==> src/rtl/gpu_pkg.sv <==
// gpu_pkg: shared types for the GPU command scheduler and the fill/blit engine.
// Rev 1.0
`default_nettype none

package gpu_pkg;

    localparam int X_W = 9;
    localparam int Y_W = 8;

    localparam logic OP_FILL = 1'b0;
    localparam logic OP_BLIT = 1'b1;

    typedef enum logic [1:0] {
        ST_IDLE  = 2'd0,
        ST_ISSUE = 2'd1,
        ST_ACK   = 2'd2,
        ST_RUN   = 2'd3
    } state_t;

    typedef struct packed {
        logic           op;
        logic [X_W-1:0] x1;
        logic [Y_W-1:0] y1;
        logic [X_W-1:0] x2;
        logic [Y_W-1:0] y2;
        logic           fill_value;
        logic [X_W-1:0] blit_w;
        logic [Y_W-1:0] blit_h;
    } cmd_t;

endpackage

`default_nettype wire

==> src/rtl/gpu_cmd_fifo.sv <==
// gpu_cmd_fifo: synchronous FIFO of command structs; head is valid while non-empty.
// Rev 1.0
`default_nettype none

module gpu_cmd_fifo
    import gpu_pkg::*;
#(
    parameter int DEPTH = 4
) (
    input  logic                     clk,
    input  logic                     rst,
    input  logic                     push_i,
    input  cmd_t                     din_i,
    input  logic                     pop_i,
    output cmd_t                     head_o,
    output logic                     full_o,
    output logic                     empty_o,
    output logic [$clog2(DEPTH):0]   count_o
);

    localparam int AW = $clog2(DEPTH);
    localparam logic [AW:0]   CNT_ONE  = 1;
    localparam logic [AW:0]   CNT_FULL = (AW+1)'(DEPTH);
    localparam logic [AW-1:0] PTR_ONE  = 1;

    cmd_t          mem_q [DEPTH];
    logic [AW-1:0] wr_ptr_q;
    logic [AW-1:0] rd_ptr_q;
    logic [AW:0]   count_q;
    logic          w_push;
    logic          w_pop;

    assign full_o  = (count_q == CNT_FULL);
    assign empty_o = (count_q == '0);
    assign w_push  = push_i & ~full_o;
    assign w_pop   = pop_i & ~empty_o;

    always_ff @(posedge clk or posedge rst) begin
        if (rst) begin
            wr_ptr_q <= '0;
            rd_ptr_q <= '0;
            count_q  <= '0;
        end else begin
            if (w_push) wr_ptr_q <= wr_ptr_q + PTR_ONE;
            if (w_pop)  rd_ptr_q <= rd_ptr_q + PTR_ONE;
            case ({w_push, w_pop})
                2'b10:   count_q <= count_q + CNT_ONE;
                2'b01:   count_q <= count_q - CNT_ONE;
                default: count_q <= count_q;
            endcase
        end
    end

    // Storage needs no reset: only entries below count_q are ever observed.
    always_ff @(posedge clk) begin
        if (w_push) mem_q[wr_ptr_q] <= din_i;
    end

    assign head_o  = mem_q[rd_ptr_q];
    assign count_o = count_q;

endmodule

`default_nettype wire

==> src/rtl/gpu_cmd_scheduler.sv <==
// gpu_cmd_scheduler: queues host fill/blit commands and issues them one at a time to the engine.
// Rev 1.0
`default_nettype none

module gpu_cmd_scheduler
    import gpu_pkg::*;
#(
    parameter int DEPTH = 4,
    parameter int CNT_W = 8
) (
    input  logic                     clk,
    input  logic                     rst,
    input  logic                     cmd_valid,
    output logic                     cmd_ready,
    input  logic                     cmd_op,
    input  logic [X_W-1:0]           cmd_x1,
    input  logic [X_W-1:0]           cmd_x2,
    input  logic [Y_W-1:0]           cmd_y1,
    input  logic [Y_W-1:0]           cmd_y2,
    input  logic                     cmd_fill_value,
    input  logic [X_W-1:0]           cmd_blit_w,
    input  logic [Y_W-1:0]           cmd_blit_h,
    output logic [X_W-1:0]           eng_x1,
    output logic [X_W-1:0]           eng_x2,
    output logic [Y_W-1:0]           eng_y1,
    output logic [Y_W-1:0]           eng_y2,
    output logic                     eng_fill_value,
    output logic [X_W-1:0]           eng_blit_w,
    output logic [Y_W-1:0]           eng_blit_h,
    output logic                     eng_start_fill,
    output logic                     eng_start_blit,
    input  logic                     eng_busy,
    input  logic                     eng_error,
    output logic [$clog2(DEPTH):0]   queue_count,
    output logic                     idle,
    output logic                     err_sticky,
    input  logic                     err_clear,
    output logic [CNT_W-1:0]         done_count
);

    cmd_t             w_cmd;
    cmd_t             w_head;
    logic             w_full;
    logic             w_empty;
    logic             w_issue;
    logic             w_pop;
    logic             w_done;
    logic             w_rej;

    state_t           state_q, state_d;
    cmd_t             eng_q, eng_d;
    logic             start_fill_q, start_fill_d;
    logic             start_blit_q, start_blit_d;
    logic             err_q, err_d;
    logic [CNT_W-1:0] done_q, done_d;

    assign w_cmd = '{op: cmd_op, x1: cmd_x1, y1: cmd_y1, x2: cmd_x2, y2: cmd_y2,
                     fill_value: cmd_fill_value, blit_w: cmd_blit_w, blit_h: cmd_blit_h};

    assign cmd_ready = ~w_full;

    gpu_cmd_fifo #(.DEPTH(DEPTH)) u_fifo (
        .clk     (clk),
        .rst     (rst),
        .push_i  (cmd_valid & cmd_ready),
        .din_i   (w_cmd),
        .pop_i   (w_pop),
        .head_o  (w_head),
        .full_o  (w_full),
        .empty_o (w_empty),
        .count_o (queue_count)
    );

    // Waiting on eng_busy in IDLE also covers an engine left running across a reset.
    assign w_issue = (state_q == ST_IDLE) & ~w_empty & ~eng_busy;

    always_ff @(posedge clk or posedge rst) begin
        if (rst) state_q <= ST_IDLE;
        else     state_q <= state_d;
    end

    always_comb begin
        state_d = state_q;
        case (state_q)
            ST_IDLE:  if (w_issue) state_d = ST_ISSUE;
            ST_ISSUE: state_d = ST_ACK;
            ST_ACK:   state_d = eng_busy ? ST_RUN : ST_IDLE;
            ST_RUN:   if (!eng_busy) state_d = ST_IDLE;
            default:  state_d = ST_IDLE;
        endcase
    end

    always_comb begin
        eng_d        = eng_q;
        start_fill_d = 1'b0;
        start_blit_d = 1'b0;
        w_pop        = 1'b0;
        w_done       = 1'b0;
        w_rej        = 1'b0;
        case (state_q)
            ST_IDLE: begin
                if (w_issue) begin
                    eng_d        = w_head;
                    start_fill_d = (w_head.op == OP_FILL);
                    start_blit_d = (w_head.op == OP_BLIT);
                end
            end
            ST_ACK: begin
                if (!eng_busy) begin
                    w_pop  = 1'b1;
                    w_rej  = eng_error;
                    w_done = ~eng_error;
                end
            end
            ST_RUN: begin
                if (!eng_busy) begin
                    w_pop  = 1'b1;
                    w_done = 1'b1;
                end
            end
            default: ;
        endcase
        err_d  = w_rej | (err_q & ~err_clear);
        done_d = done_q + CNT_W'(w_done);
    end

    always_ff @(posedge clk or posedge rst) begin
        if (rst) begin
            eng_q        <= '0;
            start_fill_q <= 1'b0;
            start_blit_q <= 1'b0;
            err_q        <= 1'b0;
            done_q       <= '0;
        end else begin
            eng_q        <= eng_d;
            start_fill_q <= start_fill_d;
            start_blit_q <= start_blit_d;
            err_q        <= err_d;
            done_q       <= done_d;
        end
    end

    assign eng_x1         = eng_q.x1;
    assign eng_x2         = eng_q.x2;
    assign eng_y1         = eng_q.y1;
    assign eng_y2         = eng_q.y2;
    assign eng_fill_value = eng_q.fill_value;
    assign eng_blit_w     = eng_q.blit_w;
    assign eng_blit_h     = eng_q.blit_h;
    assign eng_start_fill = start_fill_q;
    assign eng_start_blit = start_blit_q;
    assign err_sticky     = err_q;
    assign done_count     = done_q;
    assign idle           = w_empty & (state_q == ST_IDLE) & ~eng_busy;

endmodule

`default_nettype wire

==> config.mk <==
export PLATFORM = sky130hd
export DESIGN_NAME = gpu_cmd_scheduler
export DESIGN_NICKNAME = d
export VERILOG_FILES = /design/src/rtl/gpu_pkg.sv /design/src/rtl/gpu_cmd_fifo.sv /design/src/rtl/gpu_cmd_scheduler.sv
export SDC_FILE = /design/constraint.sdc
export NUM_CORES = 1
export LEC_CHECK = 0
export BUFFER_PORTS_ARGS = -buffer_cell sky130_fd_sc_hd__buf_2
export CAP_MARGIN = 10
export CORE_MARGIN = 2
export CORE_UTILIZATION = 56
export DETAILED_ROUTE_END_ITERATION = 7
export GPL_TIMING_DRIVEN = 0
export PLACE_DENSITY = 0.84
export RECOVER_POWER = 100
export SETUP_SLACK_MARGIN = 0.05
export SYNTH_ARGS = -nofsm -noshare
export SYNTH_HDL_FRONTEND = slang
export SYNTH_HIERARCHICAL = 1
export SYNTH_SLANG_ARGS = --single-unit
==> constraint.sdc <==
create_clock -name clk -period 4.2 [get_ports clk]
set_input_delay 0 -clock clk [delete_from_list [all_inputs] [get_ports clk]]
set_output_delay 0 -clock clk [all_outputs]
set_load 0.02 [all_outputs]
Word-level counts from Yosys, hierarchy flattened
Memory sizes are Yosys's and may differ from the RTL's.
Index checks and enable logic that the tools add are counted.
{ "word_totals": {"regBits": 72, "input_bits": 59, "ram_bits": 212, "memories": 1, "wordCells": 67} }
{ "classes": {"reduce_logical": 6, "eq_ne": 8, "n_bitwise": 15, "add_sub_neg": 5, "mux": 17} }
{ "memory_table": {"columns": ["name", "words", "width", "read_ports", "rd_ports_with_merged_regs", "write_ports", "line", "source"], "rows": [
  ["u_fifo.mem_q", 4, 53, 1, 0, 1, "gpu_cmd_fifo.sv:26", "cmd_t mem_q [DEPTH];"]
]} }
{ "ops": {"columns": ["cell", "count"], "rows": [
  ["1-bit 2-to-1 mux", 11],
  ["8-bit by 1-bit adder with 8-bit output", 1],
  ["1-bit AND", 8],
  ["2-bit one-hot mux with 4 select lines", 1],
  ["2-bit equality test, second input constant", 3],
  ["2-bit 2-to-1 mux", 3],
  ["1-bit inverter", 6],
  ["3-bit one-hot mux with 2 select lines", 1],
  ["2-bit by 1-bit adder with 2-bit output, second input constant", 2],
  ["2-bit by 1-bit equality test with 1-bit output, second input constant", 2],
  ["2-bit != test, second input constant", 2],
  ["2-bit AND reduction", 2],
  ["3-bit by 1-bit adder with 3-bit output, second input constant", 1],
  ["3-bit equality test, second input constant", 1],
  ["3-bit logical NOT", 1],
  ["3-bit by 1-bit subtractor with 3-bit output, second input constant", 1],
  ["2-bit logical NOT", 1],
  ["1-bit one-hot mux with 2 select lines", 1],
  ["2-bit nonzero test", 1],
  ["2-bit OR reduction", 1],
  ["1-bit bitwise OR", 1]
]} }

Logic depth before layout (Yosys ltp)
{ "logic_depth": {"ltp_word": 6, "ltp_mapped": 10, "mapped_depth_nobuf": 10} }

Cells and area by module
Netlist, hierarchy kept.
{ "modules_own_cells": {"columns": ["mod", "seq_area_each_um2", "n_inst", "cells_per_inst", "area_per_inst_um2"], "rows": [
  ["gpu_cmd_fifo", 6541.3, 1, 315, 8145.3],
  ["gpu_cmd_scheduler", 1626.6, 1, 153, 2486.1]
]} }

Worst setup path after synthesis
No wires, ideal clock.
{ "synth_path": {"path_type": "register to register", "start": "reg u_fifo.count_q[2], in the netlist u_fifo/count_o[2]", "end": "mem u_fifo/mem_q[0][0] (netlist bit) (enable)", "period_less_slack_ns": 2.741, "stages_incl_launch_ff": 5, "arrival_time_ns": 2.325, "setup_slack_ns": 1.459, "n_path_buf": 0, "setup_ns": 0.416, "cell_sequence": "dfrtp_1 > nor3b_2 > nor2b_1 > nor2b_2 > and2_1"} }
{ "synth_via": {"elab_chain_cells": 6} }
{ "synth_lines": {"columns": ["element", "line", "source"], "rows": [
  ["start: declaration", "gpu_cmd_fifo.sv:29", "logic [AW:0] count_q;"],
  ["start signal: assignment", "gpu_cmd_fifo.sv:47", "2'b10: count_q <= count_q + CNT_ONE;"],
  ["start signal: assignment", "gpu_cmd_fifo.sv:48", "2'b01: count_q <= count_q - CNT_ONE;"],
  ["start signal: assignment", "gpu_cmd_fifo.sv:49", "default: count_q <= count_q;"],
  ["3-bit equality test *", "gpu_cmd_fifo.sv:33", "assign full_o = (count_q == CNT_FULL);"],
  ["net w_full", "gpu_cmd_scheduler.sv:43", "logic w_full;"],
  ["1-bit inverter *", "gpu_cmd_fifo.sv:35, gpu_cmd_scheduler.sv:60", null],
  ["1-bit AND", "gpu_cmd_scheduler.sv:65", ".push_i (cmd_valid & cmd_ready),"],
  ["1-bit AND *", "gpu_cmd_fifo.sv:35", "assign w_push = push_i & ~full_o;"],
  ["1-bit 2-to-1 mux *", "gpu_cmd_fifo.sv:56", "if (w_push) mem_q[wr_ptr_q] <= din_i;"],
  ["1-bit 2-to-1 mux (implied by the code) *", "gpu_cmd_fifo.sv:56", null],
  ["end: declaration", "gpu_cmd_fifo.sv:26", null]
]} }
The timed path passes the listed nets; every way through them passes the cells marked *.

Worst setup path after layout
{ "layout_path": {"start": "reg u_fifo.count_q[2], in the netlist u_fifo/count_o[2]", "end": "mem u_fifo/mem_q[0][16] (netlist bit) (enable)"} }
The elaborated chain is that of the path after synthesis.

==> impl_metrics.yaml <==
floorplan:
  design.die.area_um2: 20100
  io_pins: 127
  start_util: 0.570
  rows: 50
  core_um2: 18600
  die_w_um: 142
  die_y_um: 142
grt:
  antenna_found_initial: 0
  first_global_vias: 5892
  grt_usage: 0.207
  grt_overflow: 0
  grt_pass1_wl_um: 31600
  grt_max_degree: 66
timing:
  rsz0062_at_grt: "false"
  timing.fmax_mhz: 344
  tightest_slew_ns: 2.85
  slew_violations: 282
  min_period_ns: 2.90
  slew_headroom: -0.905
  whs_ns: 0.103
  min_period_over_period: 0.691
  hold_viol: 0
  setup_viol: 0
  setup_tns_ns: 0
  skew_ns: 0.00843
critical_path:
  r2r-start: "u_fifo/count_o[2]"
  crit_type: "flop to flop"
  crit_fanout: 53
  cp_common_cell: "nor2b_1"
  cp.arrival_ns: 3.03
  max_stage_delay_ns: 1.30
  crit_start: "u_fifo/count_o[2]"
  crit_path_end_kind: "flop"
  worst_path_max_delay_cell: "and2_2"
  reg2reg_slack_ns: 1.30
  crit_path_cell_trace: "nor3b_1 -> nor2b_1 -> nor2b_1 -> and2_2"
  critPathRequiredTime_ns: 4.33
  start_kind: "flop"
route:
  drtPass1Iterations: 4
  drc: 0
  via_per_inst: 5.63
  first_iter_violations: 205
  antenna_violating_nets_post_route: 0
  vias: 5285
  routed_wl_um: 20200
  wl_per_cell_um: 21.5
yosys:
  ys_top_cells_by_area: "edfxtp_1 60%, dfrtp_1 17%, mux4_2 10%"
  synth_area_um2: 10600
  ys_types: 31
  synth_mux_area_frac: 0.171
  synth.avg_cell_area_um2: 22.7
  ys.warnings.count: 6
  synthFlopType: "edfxtp_1"
  synth-compound-area-share: 0.00294
  synthAdderAreaFrac: 0.0101
  synth_edf_count: 212
  synth_fp_nets: 535
  synth_top_family_by_area: "multiplexers"
  yosysMostFrequentCell: "edfxtp_1"
  synth_commonest_cells: "212 x edfxtp_1, 72 x dfrtp_1, 49 x mux2_2, 48 x mux4_2, 11 x inv_1"
  async_reset_ff_frac: 0.254
  synth_top_area_share: 0.599
  synth_xor_area_frac: 0.00989
  synth-seq-cells: 284
  yosys.area.top_type: "edfxtp_1"
  synthCells: 468
  seq_area_frac_synth: 0.768
  synthSimpleGateAreaFrac: 0.0152
status:
  status: "finished with violations"
  violations: "capacitance limit, slew limit"
cells_and_area:
  final_cell_area_um2: 13000
  area_growth_pct: 22.0
  fin_nets: 749
  instances_no_fill: 939
  layout-drive-gt1-share: 0.236
power:
  power.total_uw: 9670
  vdd_drop_max_uv: 460
  p_leak_uw: 0.00458
  p_per_area_nw_per_um2: 745
place:
  gp_congestion: 0.778
  hpwl_um: 11200
  port_buffers: 126
  dp.cells: 828
  place_area_um2: 11600
clock_tree:
  cts_resized: 0
  clock_path_buffers: 3
  htreeDepth: 1
  cts_buffers: 28
  cts_tree: "done"
  cts_sinks: 284
  clkTransAtPathRegs_ns: 0.06
  clock-root-buffer: "clkbuf_16"
  clk_latency_ns: 0.53
run:
  cap_violations: 5
worst_hold_path:
  min-delay-start: "cmd_valid"
  min_path_type: "input pin to flop"
registers in the layout, indices dropped and copies added (netlist names), 2 cells and up:
signal / cells
done_count: 8
eng_blit_h: 8
eng_blit_w: 9
eng_x1: 9
eng_x2: 9
eng_y1: 8
eng_y2: 8
state_q: 2
u_fifo/count_o: 3
u_fifo/mem_q: 212
u_fifo/rd_ptr_q: 2
u_fifo/wr_ptr_q: 2
critical path, delay by kind of cell (launching register included):
family,cells,cell delay (ns)
AND/OR/NAND/NOR,4,2.05
flip-flops,1,0.43
metal layers:
layer	global-route usage	up-vias	routed length (um)
met5	0	-	0
met1	0.261	2755	7950
met4	0.0679	0	483
met3	0.0371	42	1010
met2	0.367	179	10700
li1	-	2309	-
metrics by stage:
stage | setup WS (ns) | util
finish | 1.30 | 0.696
global route | 0.931 | 0.696
CTS | 1.94 | 0.707
detailed placement | 1.94 | 0.620
global placement | 0.525 | 0.620
floorplan | 1.46 | -
cells in the final DEF, fill, tap and decap left out, types with 2 or more instances in the layout:
cell,instances
edfxtp_1,212
clkbuf_1,129
dfrtp_1,72
dlygate4sd3_1,58
mux2_2,48
mux4_2,48
clkbuf_16,31
inv_1,11
buf_2,10
ha_1,7
clkinv_2,7
xnor2_1,6
xor2_1,6
mux2_1,5
bufinv_16,5
buf_12,5
mux4_1,5
nand2_1,4
nor2b_1,4
and2_2,4
nand3_1,3
nor3_1,2
nor2_1,2
inv_4,2
clkbuf_8,2
cell families after synthesis:
| kind of cell | after synthesis |
|---|---|
| flip-flops | 284 |
| multiplexers | 107 |
| buffers and inverters | 28 |
| AND/OR/NAND/NOR | 25 |
| XOR/XNOR | 12 |
| adder cells (fa/ha/maj) | 8 |
| AO/OA/AOI/OAI | 4 |
worst paths after layout:
path                                       end  cells after the start
max                        u_fifo/mem_q[0][16]                      4
min                         u_fifo/wr_ptr_q[0]                      4
max reg2reg                u_fifo/mem_q[0][16]                      4
min reg2reg                      done_count[7]                      1
max in group asynchronous        eng_blit_w[7]                      3
min in group asynchronous    u_fifo/count_o[2]                      4
power breakdown:
group	internal, uW	switching (uW)	leakage (uW)	total (uW)
logic	1240	1560	0.00127	2800
registers	3860	320	0.00280	4180
clock network	1680	1010	0.000512	2690
area by class of cell:
| cell class | instances | area, um^2 |
|---|---|---|
| diodes | 1 | 2.50 |
| plain buffers | 17 | 160 |
| clock buffers | 35 | 811 |
| clock inverters | 17 | 218 |
| fillers | 1201 | 5670 |
| inverters | 11 | 41.3 |
| multi-input cells | 156 | 2220 |
| flip-flops and latches | 284 | 8170 |
| well taps | 234 | 293 |
| repair buffers | 184 | 1060 |
timing repair:
item / 4_1_cts / 5_1_grt
hold endpoints to repair: 289 / 0
setup buffers: 0 / 0
hold buffers: 58 / 0
No activity file was read; power rests on OpenSTA's default activity.
